File: config.mk
export PLATFORM = sky130hd
export DESIGN_NAME = mem_arbiter
export DESIGN_NICKNAME = d
export VERILOG_FILES = /design/src/rtl/mem_arbiter.sv
export SDC_FILE = /design/constraint.sdc
export NUM_CORES = 1
export LEC_CHECK = 0
export ABC_AREA = 1
export CAP_MARGIN = 0
export CORE_MARGIN = 4
export CORE_UTILIZATION = 30
export CTS_CLUSTER_DIAMETER = 200
export DETAILED_ROUTE_END_ITERATION = 16
export PLACE_DENSITY = 0.66
export SLEW_MARGIN = 40
export SYNTH_ARGS = -nofsm -noshare
export SYNTH_HDL_FRONTEND = slang
export SYNTH_SLANG_ARGS = --single-unit
File: constraint.sdc
create_clock -name clock -period 2.6 [get_ports clock]
set_clock_uncertainty 0.1 [all_clocks]
set_input_delay 0.39 -clock clock [delete_from_list [all_inputs] [get_ports clock]]
set_output_delay 0.39 -clock clock [all_outputs]
set_load 0.005 [all_outputs]
File: src/rtl/mem_arbiter.sv
// -----------------------------------------------------------------------------
// mem_arbiter
//
// Shares one QSPI-backed memory controller between the instruction-fetch unit
// (if_*) and the load/store unit (ls_*). Only one transaction is in flight at
// a time. A grant is followed by a one-cycle mem_start pulse. Operation,
// address and write data are held while the controller works. The winner
// receives a one-cycle ack together with the read data. A watchdog ends any
// transaction the controller has not completed within TIMEOUT_CYCLES cycles of
// WAIT, and reports it on err.
//
// Parameters
//   DATA_BUS_WIDTH  data word width
//   ADDRESS_WIDTH   address width
//   TIMEOUT_CYCLES  maximum cycles spent in WAIT before abort (must be >= 2)
//
// Ports
//   clock, reset          system clock; asynchronous active-low reset
//   if_req/if_addr        fetch request (read only), held until if_ack
//   if_ack/if_rdata       fetch completion pulse and read data
//   ls_req/ls_we/ls_addr/ls_wdata   load/store request, held until ls_ack
//   ls_ack/ls_rdata       load/store completion pulse and read data
//   err                   high with the ack when the transaction timed out
//   busy                  high whenever the sequencer is not idle
//   mem_start             one-cycle start pulse to the controller
//   mem_we/mem_addr/mem_wdata  operation, held from ISSUE through WAIT
//   mem_done/mem_rdata    controller completion and read data (WAIT only)
// -----------------------------------------------------------------------------
module mem_arbiter #(
  parameter int DATA_BUS_WIDTH = 8,
  parameter int ADDRESS_WIDTH  = 16,
  parameter int TIMEOUT_CYCLES = 1024
) (
  input  logic                      clock,
  input  logic                      reset,
  input  logic                      if_req,
  input  logic [ADDRESS_WIDTH-1:0]  if_addr,
  output logic                      if_ack,
  output logic [DATA_BUS_WIDTH-1:0] if_rdata,
  input  logic                      ls_req,
  input  logic                      ls_we,
  input  logic [ADDRESS_WIDTH-1:0]  ls_addr,
  input  logic [DATA_BUS_WIDTH-1:0] ls_wdata,
  output logic                      ls_ack,
  output logic [DATA_BUS_WIDTH-1:0] ls_rdata,
  output logic                      err,
  output logic                      busy,
  output logic                      mem_start,
  output logic                      mem_we,
  output logic [ADDRESS_WIDTH-1:0]  mem_addr,
  output logic [DATA_BUS_WIDTH-1:0] mem_wdata,
  input  logic                      mem_done,
  input  logic [DATA_BUS_WIDTH-1:0] mem_rdata
);

  localparam int CNT_W = $clog2(TIMEOUT_CYCLES);
  localparam logic [CNT_W-1:0] CNT_MAX = CNT_W'(TIMEOUT_CYCLES - 1);

  typedef enum logic [1:0] {
    ST_IDLE,
    ST_ISSUE,
    ST_WAIT,
    ST_RESP
  } state_e;

  typedef enum logic {
    REQ_IF = 1'b0,
    REQ_LS = 1'b1
  } requester_e;

  state_e                    state, state_next;
  requester_e                winner;        // owner of the transaction in flight
  requester_e                last_served;   // round-robin history for ties
  logic [CNT_W-1:0]          wait_cnt;

  // Combinational decisions consumed by the register process.
  logic                      grant;
  requester_e                grant_id;
  logic                      resp_load;     // entering RESP this cycle
  logic                      rsp_err;
  logic [DATA_BUS_WIDTH-1:0] rsp_rdata;

  // ---------------------------------------------------------------------------
  // State register
  // ---------------------------------------------------------------------------
  // NOTE: sequential state uses non-blocking assignments so that every
  // register samples the pre-edge values, independent of process order.
  always_ff @(posedge clock or negedge reset) begin
    if (!reset) begin
      state <= ST_IDLE;
    end else begin
      state <= state_next;
    end
  end

  // ---------------------------------------------------------------------------
  // Next-state logic, arbitration and response selection
  // ---------------------------------------------------------------------------
  // NOTE: every signal written here gets a default first; a path that leaves
  // one unassigned would infer a latch.
  always_comb begin
    state_next = state;
    grant      = 1'b0;
    grant_id   = REQ_IF;
    resp_load  = 1'b0;
    rsp_err    = 1'b0;
    rsp_rdata  = '0;

    unique case (state)
      ST_IDLE: begin
        if (if_req || ls_req) begin
          grant      = 1'b1;
          state_next = ST_ISSUE;
          if (if_req && ls_req) begin
            // Tie: whoever was not served last goes first.
            grant_id = (last_served == REQ_LS) ? REQ_IF : REQ_LS;
          end else if (ls_req) begin
            grant_id = REQ_LS;
          end
        end
      end

      ST_ISSUE: state_next = ST_WAIT;

      ST_WAIT: begin
        // Completion wins over a watchdog expiry in the same cycle.
        if (mem_done) begin
          resp_load  = 1'b1;
          rsp_rdata  = mem_we ? '0 : mem_rdata;
          state_next = ST_RESP;
        end else if (wait_cnt == CNT_MAX) begin
          resp_load  = 1'b1;
          rsp_err    = 1'b1;
          state_next = ST_RESP;
        end
      end

      ST_RESP: state_next = ST_IDLE;

      default: state_next = ST_IDLE;
    endcase
  end

  // ---------------------------------------------------------------------------
  // Datapath and registered outputs
  // ---------------------------------------------------------------------------
  // Outputs are computed from the next state so each one is a plain flop
  // that is valid during the cycle the state itself is valid.
  always_ff @(posedge clock or negedge reset) begin
    if (!reset) begin
      winner      <= REQ_IF;
      last_served <= REQ_LS;
      wait_cnt    <= '0;
      if_ack      <= 1'b0;
      ls_ack      <= 1'b0;
      if_rdata    <= '0;
      ls_rdata    <= '0;
      err         <= 1'b0;
      busy        <= 1'b0;
      mem_start   <= 1'b0;
      mem_we      <= 1'b0;
      mem_addr    <= '0;
      mem_wdata   <= '0;
    end else begin
      mem_start <= (state_next == ST_ISSUE);
      busy      <= (state_next != ST_IDLE);

      // The mem_* registers double as the latched request; they stay put
      // until the next grant.
      if (grant) begin
        winner      <= grant_id;
        last_served <= grant_id;
        mem_we      <= (grant_id == REQ_LS) && ls_we;
        mem_addr    <= (grant_id == REQ_LS) ? ls_addr : if_addr;
        mem_wdata   <= (grant_id == REQ_LS) ? ls_wdata : '0;
      end

      // Watchdog: cleared in ISSUE, saturates at CNT_MAX in WAIT.
      if (state == ST_ISSUE) begin
        wait_cnt <= '0;
      end else if (state == ST_WAIT && wait_cnt != CNT_MAX) begin
        wait_cnt <= wait_cnt + 1'b1;
      end

      if_ack   <= resp_load && (winner == REQ_IF);
      ls_ack   <= resp_load && (winner == REQ_LS);
      if_rdata <= (resp_load && winner == REQ_IF) ? rsp_rdata : '0;
      ls_rdata <= (resp_load && winner == REQ_LS) ? rsp_rdata : '0;
      err      <= resp_load && rsp_err;
    end
  end

endmodule

==> reports/metrics.cfg <==
[sta]
fin_crit_ps=1800
whs_ps=-8.57
min_period_over_period=0.691
tightest_slew_ps=711
finalMaxSlewViolations=0
maxSlewHeadroom=0.526
fmax_mhz=557
finalHoldViolations=4
rsz0062_at_grt=no
setup_tns_ps=0
setup-violations-final=0

[placed_design]
gp_congestion=0.800
hpwlAfterDp_um=5200
placed_area_um2=3930
numPortBuffers=99

[floorplanning]
die_h_um=105
io_pins=100
die_area_um2=11000
dieWidth_um=105
rows=35
core_area_um2=9150
start_util=0.307

[routing]
routed_via_density=4.58
drt_wl_total_um=7010
avgRoutedWirePerCell_um=13.1
num_vias=2454
firstDrtPassIters=5
antenna_left=0
drtIter0Drc=69
drc=0

[grt]
grt_overflow=0
grt_start_max_net_pins=32
antenna_found_initial=0
grt_pass1_wl_um=11900
first_global_vias=2495
grtUsageTotal=0.135

[setup_path]
cp_top_family=simple AND/OR/NAND/NOR gates
crit_path_cell_trace=inv_1 > ha_1 > inv_1 > nor2_2 > o211ai_1 > nand2_1
start_kind=flop
worstSetupEndpointType=flop
path_buf_inv=2
cp.required_ps=2780
worstPathMaxFanout=18
worst_path_most_repeated_cell=inv_1
slowest_delay_ps=570
cp_slowest_cell=nor2_2
arrival_ps=1970
crit_type=reg -> reg

[synth]
synth_cell_types=26
syn_inst=318
syn_area_um2=2810
avgSynthCellArea_um2=8.83
ys_seq_area_frac=0.535
syn-num-nets=377
synth_warnings=0
synth-seq-cells=60

[power_and_ir_drop]
vdd_drop_max_uv=421
total_power_mw=3.90
p_per_area_nw_per_um2=938
leakage_nw=2.07

[cts]
cts_setup_buffers=0
cts.repair.resized=0
numCtsBuffers=9
clock-sinks=60
cts_htree_levels=3
cts-hold-fix-buffers=0
clk_path_buf_depth=2
path_clk_slew_ps=70
insertion_delay_ps=340
cts_root_buf=clkbuf_8
cts_tree=done

[final_layout]
n_antenna_cell=0
final_area_um2=4160
syn2layout_area_growth_pct=48.2
drive_gt1_frac=0.0871
final_nets=479

[run_status]
violations=negative hold slack
status=finished, violations left

[flow_run]
drv_cap=0

[min_path]
hold_class=in -> async

Yosys cell counts:
cell / instances / area share
a21o_1: 1 / 0.0027
a21oi_4: 1 / 0.0058
buf_2: 6 / 0.011
clkbuf_1: 7 / 0.0094
clkinv_1: 4 / 0.0053
dfrtp_1: 59 / 0.53
dfstp_2: 1 / 0.0094
ha_1: 5 / 0.022
inv_1: 54 / 0.072
inv_2: 1 / 0.0013
nand2_1: 62 / 0.083
nand2_2: 3 / 0.0067
nand2_4: 1 / 0.0040
nand3_1: 9 / 0.016
nand3_2: 1 / 0.0036
nand3b_1: 1 / 0.0027
nand4_1: 23 / 0.051
nor2_1: 14 / 0.019
nor2_2: 3 / 0.0067
nor2_4: 3 / 0.012
nor2_8: 1 / 0.0071
o211ai_1: 16 / 0.043
o21ai_0: 37 / 0.066
o21bai_1: 1 / 0.0027
o22ai_1: 1 / 0.0022
xor2_1: 3 / 0.0094
stage by stage:
step	setup WS, ps	utilization	hold WS [ps]	instances
after floorplan	1080	-	-5.59	318
after global placement	663	0.429	365	520
after detailed placement	630	0.429	390	520
after CTS	764	0.455	8.57	536
after global routing	540	0.455	38.6	536
final	803	0.455	-8.57	536
flip-flops by register name (all words and copies together) (netlist names):
signal and count:
if_rdata 8, winner 1, mem_wdata 8, mem_we 1, mem_addr 16, state 2
busy 1, wait_cnt 10, err 1, ls_rdata 8, last_served 1, ls_ack 1
if_ack 1, mem_start 1
area by class of cell:
cell class                      count  area (µm²)
Tap cell                          111         139
Multi-Input combinational cell    186        1030
Fill cell                         870        4990
Sequential cell                    60        1500
Inverter                           59         221
Clock inverter                      4        70.1
Timing Repair Buffer              104        1040
Clock buffer                       12         165
logic make-up (layout without fill, tap and decap cells):
logic type | count (synthesis) | count (layout) | share of synthesized area
AND/OR/NAND/NOR | 121 | 121 | 0.212
XOR/XNOR | 3 | 3 | 0.00936
AO/OA/AOI/OAI | 57 | 57 | 0.122
adder cells (fa/ha/maj) | 5 | 5 | 0.0223
buffers and inverters | 72 | 179 | 0.0990
flip-flops | 60 | 60 | 0.535
layout by cell type (no fill, tap or decap), drive strengths merged:
cell / netlist / routed
o21bai: 1 / 1
nor2: 21 / 21
ha: 5 / 5
a21o: 1 / 1
dfrtp: 59 / 59
dfstp: 1 / 1
bufinv: 0 / 2
nand3b: 1 / 1
xor2: 3 / 3
nand4: 23 / 23
clkinv: 4 / 6
clkdlybuf4s50: 0 / 98
nand2: 66 / 66
buf: 6 / 6
a21oi: 1 / 1
o22ai: 1 / 1
clkbuf: 7 / 12
o211ai: 16 / 16
nand3: 10 / 10
o21ai: 37 / 37
inv: 55 / 55
power by group:
group | switching, mW | leakage (nW) | total, mW | internal [mW]
Combinational | 0.765 | 1.16 | 1.51 | 0.742
Clock | 0.360 | 0.122 | 0.974 | 0.615
Sequential | 0.192 | 0.784 | 1.42 | 1.23
Total | 1.32 | 2.07 | 3.90 | 2.59
path summary, 6_finish.rpt:
path	startpoint	end	slack, ps	depth (start not counted)
worst min-delay path	reset	wait_cnt[1]	-9	1
max in group asynchronous	reset	ls_rdata[7]	1810	2
worst max-delay path	state[0]	mem_addr[11]	800	6
worst max register to register	state[0]	mem_addr[11]	800	6
min in group clock	last_served	last_served	390	2
worst min register to register	last_served	last_served	390	2
layer usage:
layer	GRT usage	share of wire	vias to the layer above
li1	-	-	1231
met1	0.161	0.42	1140
met2	0.218	0.49	79
met3	0.0661	0.085	4
met4	0.0347	0.0081	0
met5	0	0	-
Power figures use the tool's default switching activity.
